## src/rtl/mem_port_arbiter.sv

```systemverilog
// rtl/mem_port_arbiter.sv - two-requester (fetch / memory-stage) arbiter onto one shared memory port
// Memory-stage wins ties until the fetch side has been passed over STARVE_MAX times in a row.
module mem_port_arbiter #(
    parameter int ADDR_W     = 64,
    parameter int DATA_W     = 64,
    parameter int STARVE_MAX = 4
) (
    input  logic                clk,
    input  logic                reset,
    input  logic                i_valid,
    input  logic [ADDR_W-1:0]   i_addr,
    output logic                i_addr_ok,
    output logic                i_data_ok,
    output logic [DATA_W-1:0]   i_rdata,
    input  logic                d_valid,
    input  logic [ADDR_W-1:0]   d_addr,
    input  logic [2:0]          d_size,
    input  logic [DATA_W/8-1:0] d_strobe,
    input  logic [DATA_W-1:0]   d_wdata,
    output logic                d_addr_ok,
    output logic                d_data_ok,
    output logic [DATA_W-1:0]   d_rdata,
    output logic                m_valid,
    output logic [ADDR_W-1:0]   m_addr,
    output logic [2:0]          m_size,
    output logic [DATA_W/8-1:0] m_strobe,
    output logic [DATA_W-1:0]   m_wdata,
    input  logic                m_addr_ok,
    input  logic                m_data_ok,
    input  logic [DATA_W-1:0]   m_rdata,
    output logic                grant_i,
    output logic                grant_d
);

    localparam logic [3:0] STARVE_LIM = 4'(STARVE_MAX);

    typedef enum logic [1:0] {
        IDLE    = 2'd0,
        GRANT_I = 2'd1,
        GRANT_D = 2'd2
    } state_t;

    state_t     state, state_nxt;
    logic [3:0] starve_cnt, starve_nxt;

    always_ff @(posedge clk or negedge reset) begin
        if (!reset) begin
            state      <= IDLE;
            starve_cnt <= 4'd0;
        end else begin
            state      <= state_nxt;
            starve_cnt <= starve_nxt;
        end
    end

    // Counter only moves on IDLE exits; it never exceeds the limit because reaching it forces an I grant.
    always_comb begin
        state_nxt  = state;
        starve_nxt = starve_cnt;
        case (state)
            IDLE: begin
                if (d_valid && i_valid) begin
                    if (starve_cnt == STARVE_LIM) begin
                        state_nxt  = GRANT_I;
                        starve_nxt = 4'd0;
                    end else begin
                        state_nxt  = GRANT_D;
                        starve_nxt = (starve_cnt >= STARVE_LIM) ? STARVE_LIM : starve_cnt + 4'd1;
                    end
                end else if (d_valid) begin
                    state_nxt = GRANT_D;
                end else if (i_valid) begin
                    state_nxt  = GRANT_I;
                    starve_nxt = 4'd0;
                end
            end
            GRANT_I, GRANT_D: begin
                if (m_data_ok) begin
                    state_nxt = IDLE;
                end
            end
            default: begin
                state_nxt = IDLE;
            end
        endcase
    end

    assign grant_i = (state == GRANT_I);
    assign grant_d = (state == GRANT_D);

    always_comb begin
        m_valid   = 1'b0;
        m_addr    = '0;
        m_size    = 3'b000;
        m_strobe  = '0;
        m_wdata   = '0;
        i_addr_ok = 1'b0;
        i_data_ok = 1'b0;
        i_rdata   = '0;
        d_addr_ok = 1'b0;
        d_data_ok = 1'b0;
        d_rdata   = '0;
        if (grant_i) begin
            // Fetches are always full-width reads.
            m_valid   = i_valid;
            m_addr    = i_addr;
            m_size    = 3'b011;
            i_addr_ok = m_addr_ok;
            i_data_ok = m_data_ok;
            i_rdata   = m_rdata;
        end else if (grant_d) begin
            m_valid   = d_valid;
            m_addr    = d_addr;
            m_size    = d_size;
            m_strobe  = d_strobe;
            m_wdata   = d_wdata;
            d_addr_ok = m_addr_ok;
            d_data_ok = m_data_ok;
            d_rdata   = m_rdata;
        end
    end

`ifndef SYNTHESIS
    i_holds_valid: assert property (@(posedge clk) disable iff (!reset)
        (state == GRANT_I) |-> i_valid);
    d_holds_valid: assert property (@(posedge clk) disable iff (!reset)
        (state == GRANT_D) |-> d_valid);
    i_holds_addr: assert property (@(posedge clk) disable iff (!reset)
        (state == GRANT_I && !m_data_ok) |=> $stable(i_addr));
    d_holds_addr: assert property (@(posedge clk) disable iff (!reset)
        (state == GRANT_D && !m_data_ok) |=> $stable(d_addr));
`endif

endmodule

```

## config.mk

```make
export PLATFORM = sky130hd
export DESIGN_NAME = mem_port_arbiter
export DESIGN_NICKNAME = d
export VERILOG_FILES = /design/src/rtl/mem_port_arbiter.sv
export SDC_FILE = /design/constraint.sdc
export NUM_CORES = 1
export LEC_CHECK = 0
export CAP_MARGIN = 20
export CORE_AREA = 2 2 210 212
export DETAILED_ROUTE_END_ITERATION = 10
export DIE_AREA = 0 0 212 214
export SYNTH_ARGS = -nofsm -noshare
export SYNTH_HDL_FRONTEND = slang
export SYNTH_SLANG_ARGS = --single-unit
```

## constraint.sdc

```tcl
create_clock -name clk -period 1.36 [get_ports clk]
set_input_delay 0.204 -clock clk [delete_from_list [all_inputs] [get_ports clk]]
set_output_delay 0.204 -clock clk [all_outputs]
set_load 0.05 [all_outputs]
```

== Word-level counts from Yosys, hierarchy flattened ==
Cells that the tools add are included.

* Flip-flop bits (word level): 6
* Bits in latches: 0
* RAM bits: 0
* ROM bits: 0
* Output and inout port bits: 274
* Word-level logic and storage cells: 46
* Memories kept: 0

* Add/sub/neg operators: 1
* Multipliers: 0
* Div/mod/pow operators: 0
* Order comparisons: 1
* Equal/unequal tests: 6
* Shifts and indexed selects: 0
* Mux-type cells: 30
* Bitwise logic cells: 0
* Reduce and logical (&&, ||, !) cells: 6

{| class="wikitable"
|+ Operators by type and width
! cell !! count
|-
| 64-bit two-way mux || 7
|-
| 4-bit two-way mux || 5
|-
| 8-bit two-way mux || 2
|-
| 2-bit two-way mux || 5
|-
| 1-bit two-way mux || 8
|-
| 3-bit two-way mux || 2
|-
| 4-bit by 1-bit adder with 4-bit output, second input constant || 1
|-
| 4-bit by 3-bit equality test with 1-bit output, second input constant || 1
|-
| 4-bit by 3-bit greater-or-equal comparator with 1-bit output, second input constant || 1
|-
| 4-bit inequality test, second input constant || 1
|-
| 2-bit case mux with 2 select lines || 1
|-
| 3-bit AND reduction || 1
|-
| 2-bit by 1-bit equality test with 1-bit output, second input constant || 1
|-
| 2-bit equality test, second input constant || 1
|-
| 2-bit logical NOT || 1
|-
| 2-bit by 1-bit inequality test with 1-bit output, second input constant || 1
|-
| 2-bit inequality test, second input constant || 1
|-
| 2-bit AND reduction || 1
|-
| 2-bit nonzero test || 1
|-
| 2-bit OR reduction || 1
|-
| 1-bit logical AND || 1
|}

== Longest topological paths before layout ==
* Depth in word-level cells: 4
* Gate-level depth with buffers: 7
* Depth with buffers taken out: 5

== Worst setup path after synthesis ==
OpenSTA, ideal clock, no wires.

* Path type: reg-to-output
* Start point: reg state[0]
* End point: out m_addr[55]
* Arrival: 2.576 ns
* Slack: -1.420 ns
* Stages on the path, launching flop included: 7
* Path through: dfrtp_1 -> inv_1 -> ha_1 -> buf_2 -> buf_2 -> nand2_1 -> o21ai_0

* Word-level cells in the longest chain between the ends: 3
* Elaborated cells on any way between the ends: 4
* Classes of those cells: 2 x eq/ne; 2 x mux

{| class="wikitable"
|+ RTL lines
! item !! RTL line !! source
|-
| start, declared || 43 || <nowiki>state_t state, state_nxt;</nowiki>
|-
| start signal, assigned || 51 || <nowiki>state <= state_nxt;</nowiki>
|-
| 2-bit equality test || 89 || <nowiki>assign grant_d = (state == GRANT_D);</nowiki>
|-
| net grant_d || 32 || <nowiki>output logic grant_d</nowiki>
|-
| 64-bit two-way mux || 111 || <nowiki>end else if (grant_d) begin</nowiki>
|-
| 64-bit two-way mux || 103 || <nowiki>if (grant_i) begin</nowiki>
|-
| end, declared || 24 || <nowiki>output logic [ADDR_W-1:0] m_addr,</nowiki>
|}

The timed path passes the listed nets, and every way through them passes these cells.

== Worst setup path in the final report ==
* Start point: reg state[0]
* End point: out m_wdata[35]

* Word-level cells in the longest chain between the ends: 3
* Elaborated cells on any way between the ends: 4
* Classes of those cells: 2 x eq/ne; 2 x mux

{| class="wikitable"
|+ RTL lines
! item !! RTL line !! source
|-
| 2-bit equality test || 89 ||
|-
| 64-bit two-way mux || 111 ||
|-
| 64-bit two-way mux (*) || 103 ||
|-
| end, declared || 27 || <nowiki>output logic [DATA_W-1:0] m_wdata,</nowiki>
|}

Mark *: on every way between the ends. The rest lies on a longest branch, timed or not.

==> impl_metrics.env <==
export IMPL_grt_max_degree=47
export IMPL_initial_core_util_pct=6.21
export IMPL_setup_slack_ns=-0.667
export IMPL_io_pin_count=547
export IMPL_synth_largest_area_cell="and2_1"
export IMPL_drc_errors=0
export IMPL_grt_pass1_wl_um=38500
export IMPL_regToRegSetupSlack_ns=-0.04
export IMPL_worstPathMaxFanout=28
export IMPL_wire_per_inst_um=19.0
export IMPL_yosysMostFrequentCell="and2_1"
export IMPL_crit_type="reg2out"
export IMPL_synth_edf_count=0
export IMPL_cp_required_ns=1.16
export IMPL_synthTopCellsByCount="and2_1, nand2_1, o21ai_0"
export IMPL_path_clk_slew_ns=0.03
export IMPL_drtIter0Drc=171
export IMPL_grt_usage_pct=11.5
export IMPL_dp_hpwl_um=25000
export IMPL_synth_top_area_share_pct=48.6
export IMPL_status="finished, violations left"
export IMPL_p_leak_nw=5.84
export IMPL_grt_overflow=0
export IMPL_syn_area_um2=2670
export IMPL_die_h_um=214
export IMPL_nFillCells=4196
export IMPL_timing_rr_start="state[1]$_DFFE_PN0P_"
export IMPL_synth_nets=758
export IMPL_violations="setup timing"
export IMPL_tns_ns=-163.11
export IMPL_wl_um=31600
export IMPL_yosysWarnings=0
export IMPL_r2r_cells=6
export IMPL_clkLatencyLatePin_ns=0.23
export IMPL_tightest_slew_ns=0.308
export IMPL_drv_cap=0
export IMPL_design_core_area_um2=42900
export IMPL_die_area_um2=45400
export IMPL_setup_viol=275
export IMPL_async_flop_share_pct=100
export IMPL_syn_avg_cell_area_um2=5.55
export IMPL_power_density_nw_per_um2=2260
export IMPL_worst_setup_path_end_kind="output port"
export IMPL_synth_area_top_cells="and2_1, nand2_1, o21ai_0"
export IMPL_rsz0062_at_grt="true"
export IMPL_viasPerCell=3.40
export IMPL_fin_crit_ns=2.03
export IMPL_holdBufCountCts=0
export IMPL_timing_rr_end="state[1]$_DFFE_PN0P_"
export IMPL_clockBufferDepth=2
export IMPL_ctsHtreeMaxLevel=1
export IMPL_synth_main_ff_cell="dfrtp_1"
export IMPL_ys_seq_elements=6
export IMPL_area_growth_pct=443
export IMPL_die_x_um=212
export IMPL_clock_skew_ns=0.00112
export IMPL_synthCells=480
export IMPL_dr_pass1_iters=4
export IMPL_grt_pass1_vias=5640
export IMPL_hold_path_class="in2async"
export IMPL_period_share_pct=149
export IMPL_drv_slew=0
export IMPL_portBuffers=546
export IMPL_layout_drive_gt1_share_pct=64.3
export IMPL_final_antenna_net_count=0
export IMPL_place_gp_congestion=0.862
export IMPL_vias=5647
export IMPL_timing_fmax_mhz=493
export IMPL_crit_arrival_ns=1.82
export IMPL_max_slew_margin_rel_pct=79.3
export IMPL_preCtsSetupSlack_ns=-0.421
export IMPL_antenna_found_initial=7
export IMPL_nNetsFinal=1351
export IMPL_cts_buffers=3
export IMPL_ys_types=21
export IMPL_finalHoldViolCount=0
export IMPL_clock_sinks=6
export IMPL_ys_seq_area_share_pct=5.63
export IMPL_cts_tree="done"
export IMPL_cts_root_buf="clkbuf_16"
export IMPL_ir_drop_mv=1.19
export IMPL_rows=76
export IMPL_startpoint_type="flop"
-- layout by cell type, fill, tap and decap left out, types with 14 or more instances in the layout --
| master | n |
|---|---|
| and2_2 | 49 |
| clkdlybuf4s50_1 | 272 |
| and2_4 | 158 |
| buf_4 | 14 |
| nand2_4 | 25 |
| buf_6 | 16 |
| buf_12 | 296 |
| clkbuf_16 | 21 |
| nand2_1 | 89 |
| o21ai_4 | 64 |
| nand2_2 | 15 |
-- critical path: stages (launching register included) --
cell and delay [ns]:
dfrtp_1 0.39, buf_6 0.13, ha_4 0.17, nor2b_4 0.13, buf_12 0.13, buf_12 0.14
buf_12 0.16, and2_2 0.19, buf_12 0.14
-- sequential cells by signal, indices dropped and copies added, names as in the netlist --
| register | count |
|---|---|
| starve_cnt | 4 |
| state | 2 |
-- repair_timing --
action | in CTS | in global routing
gates cloned | 2 | 26
setup buffers | 7 | 15
endpoints found under the setup margin | 279 | 280
gates resized for setup | 19 | 108
pin swaps | 11 | 24
-- stage by stage --
stage | power, mW | instances | hold slack (ns) | cell area (um^2) | utilization, %
floorplan | 15.5 | 480 | -0.0916 | 4180 | -
global placement | 28.6 | 1605 | 0.466 | 13200 | 30.7
detailed placement | 28.8 | 1605 | 0.476 | 13200 | 30.7
CTS | 30.1 | 1617 | 0.240 | 13400 | 31.3
global route | 33.9 | 1656 | 0.241 | 14500 | 33.7
finish | 32.7 | 1659 | 0.227 | 14500 | 33.7
-- kinds of logic after synthesis --
kind of cell               after synthesis  synth area share [%]
AOI/OAI and AO/OA                       76                  14.9
adders and majority gates                5                  2.35
buffers and inverters                   50                  8.45
DFF                                      6                  5.63
and+or+nand+nor                        343                  68.6
-- metal layers --
layer / vias to the layer above / GRT usage (%) / share of wire (%)
li1: 2677 / - / -
met5: - / 0 / 0.041
met3: 20 / 2.89 / 7.6
met4: 2 / 0.915 / 1.0
met1: 2628 / 13.1 / 39
met2: 320 / 22.0 / 53
-- how the worst max path moves through the flow --
stage | depth (start not counted) | slack (ns) | from | endpoint
3_5_place_dp | 7 | -0.42 | state[0]$_DFFE_PN0P_ | m_wdata[13]
6_report | 8 | -0.67 | state[0]$_DFFE_PN0P_ | m_wdata[35]
4_1_cts | 7 | -0.65 | state[1]$_DFFE_PN0P_ | m_addr[14]
5_1_grt | 8 | -0.72 | state[0]$_DFFE_PN0P_ | m_wdata[41]
2_1_floorplan | 5 | -0.41 | state[1]$_DFFE_PN0P_ | m_addr[34]
3_3_place_gp | 7 | -0.39 | state[1]$_DFFE_PN0P_ | m_addr[16]
-- report_power, final --
group	internal [mW]	leakage [nW]	switching (mW)
Clock	0.377	0.0370	0.0997
Sequential	0.245	0.0797	0.0517
Combinational	15.9	5.72	16.0
Total	16.5	5.84	16.2
-- layout make-up --
| type | instances | area (um^2) | area share, % |
|---|---|---|---|
| Timing Repair Buffer | 633 | 9710 | 67.1 |
| Multi-Input combinational cell | 424 | 3770 | 26.1 |
| Tap cell | 585 | 732 | 5.06 |
| Sequential cell | 6 | 150 | 1.04 |
| Clock buffer | 3 | 75.1 | 0.519 |
| Inverter | 5 | 18.8 | 0.130 |
| Antenna cell | 3 | 7.51 | 0.0519 |
No activity file was read; power rests on OpenSTA's default activity.
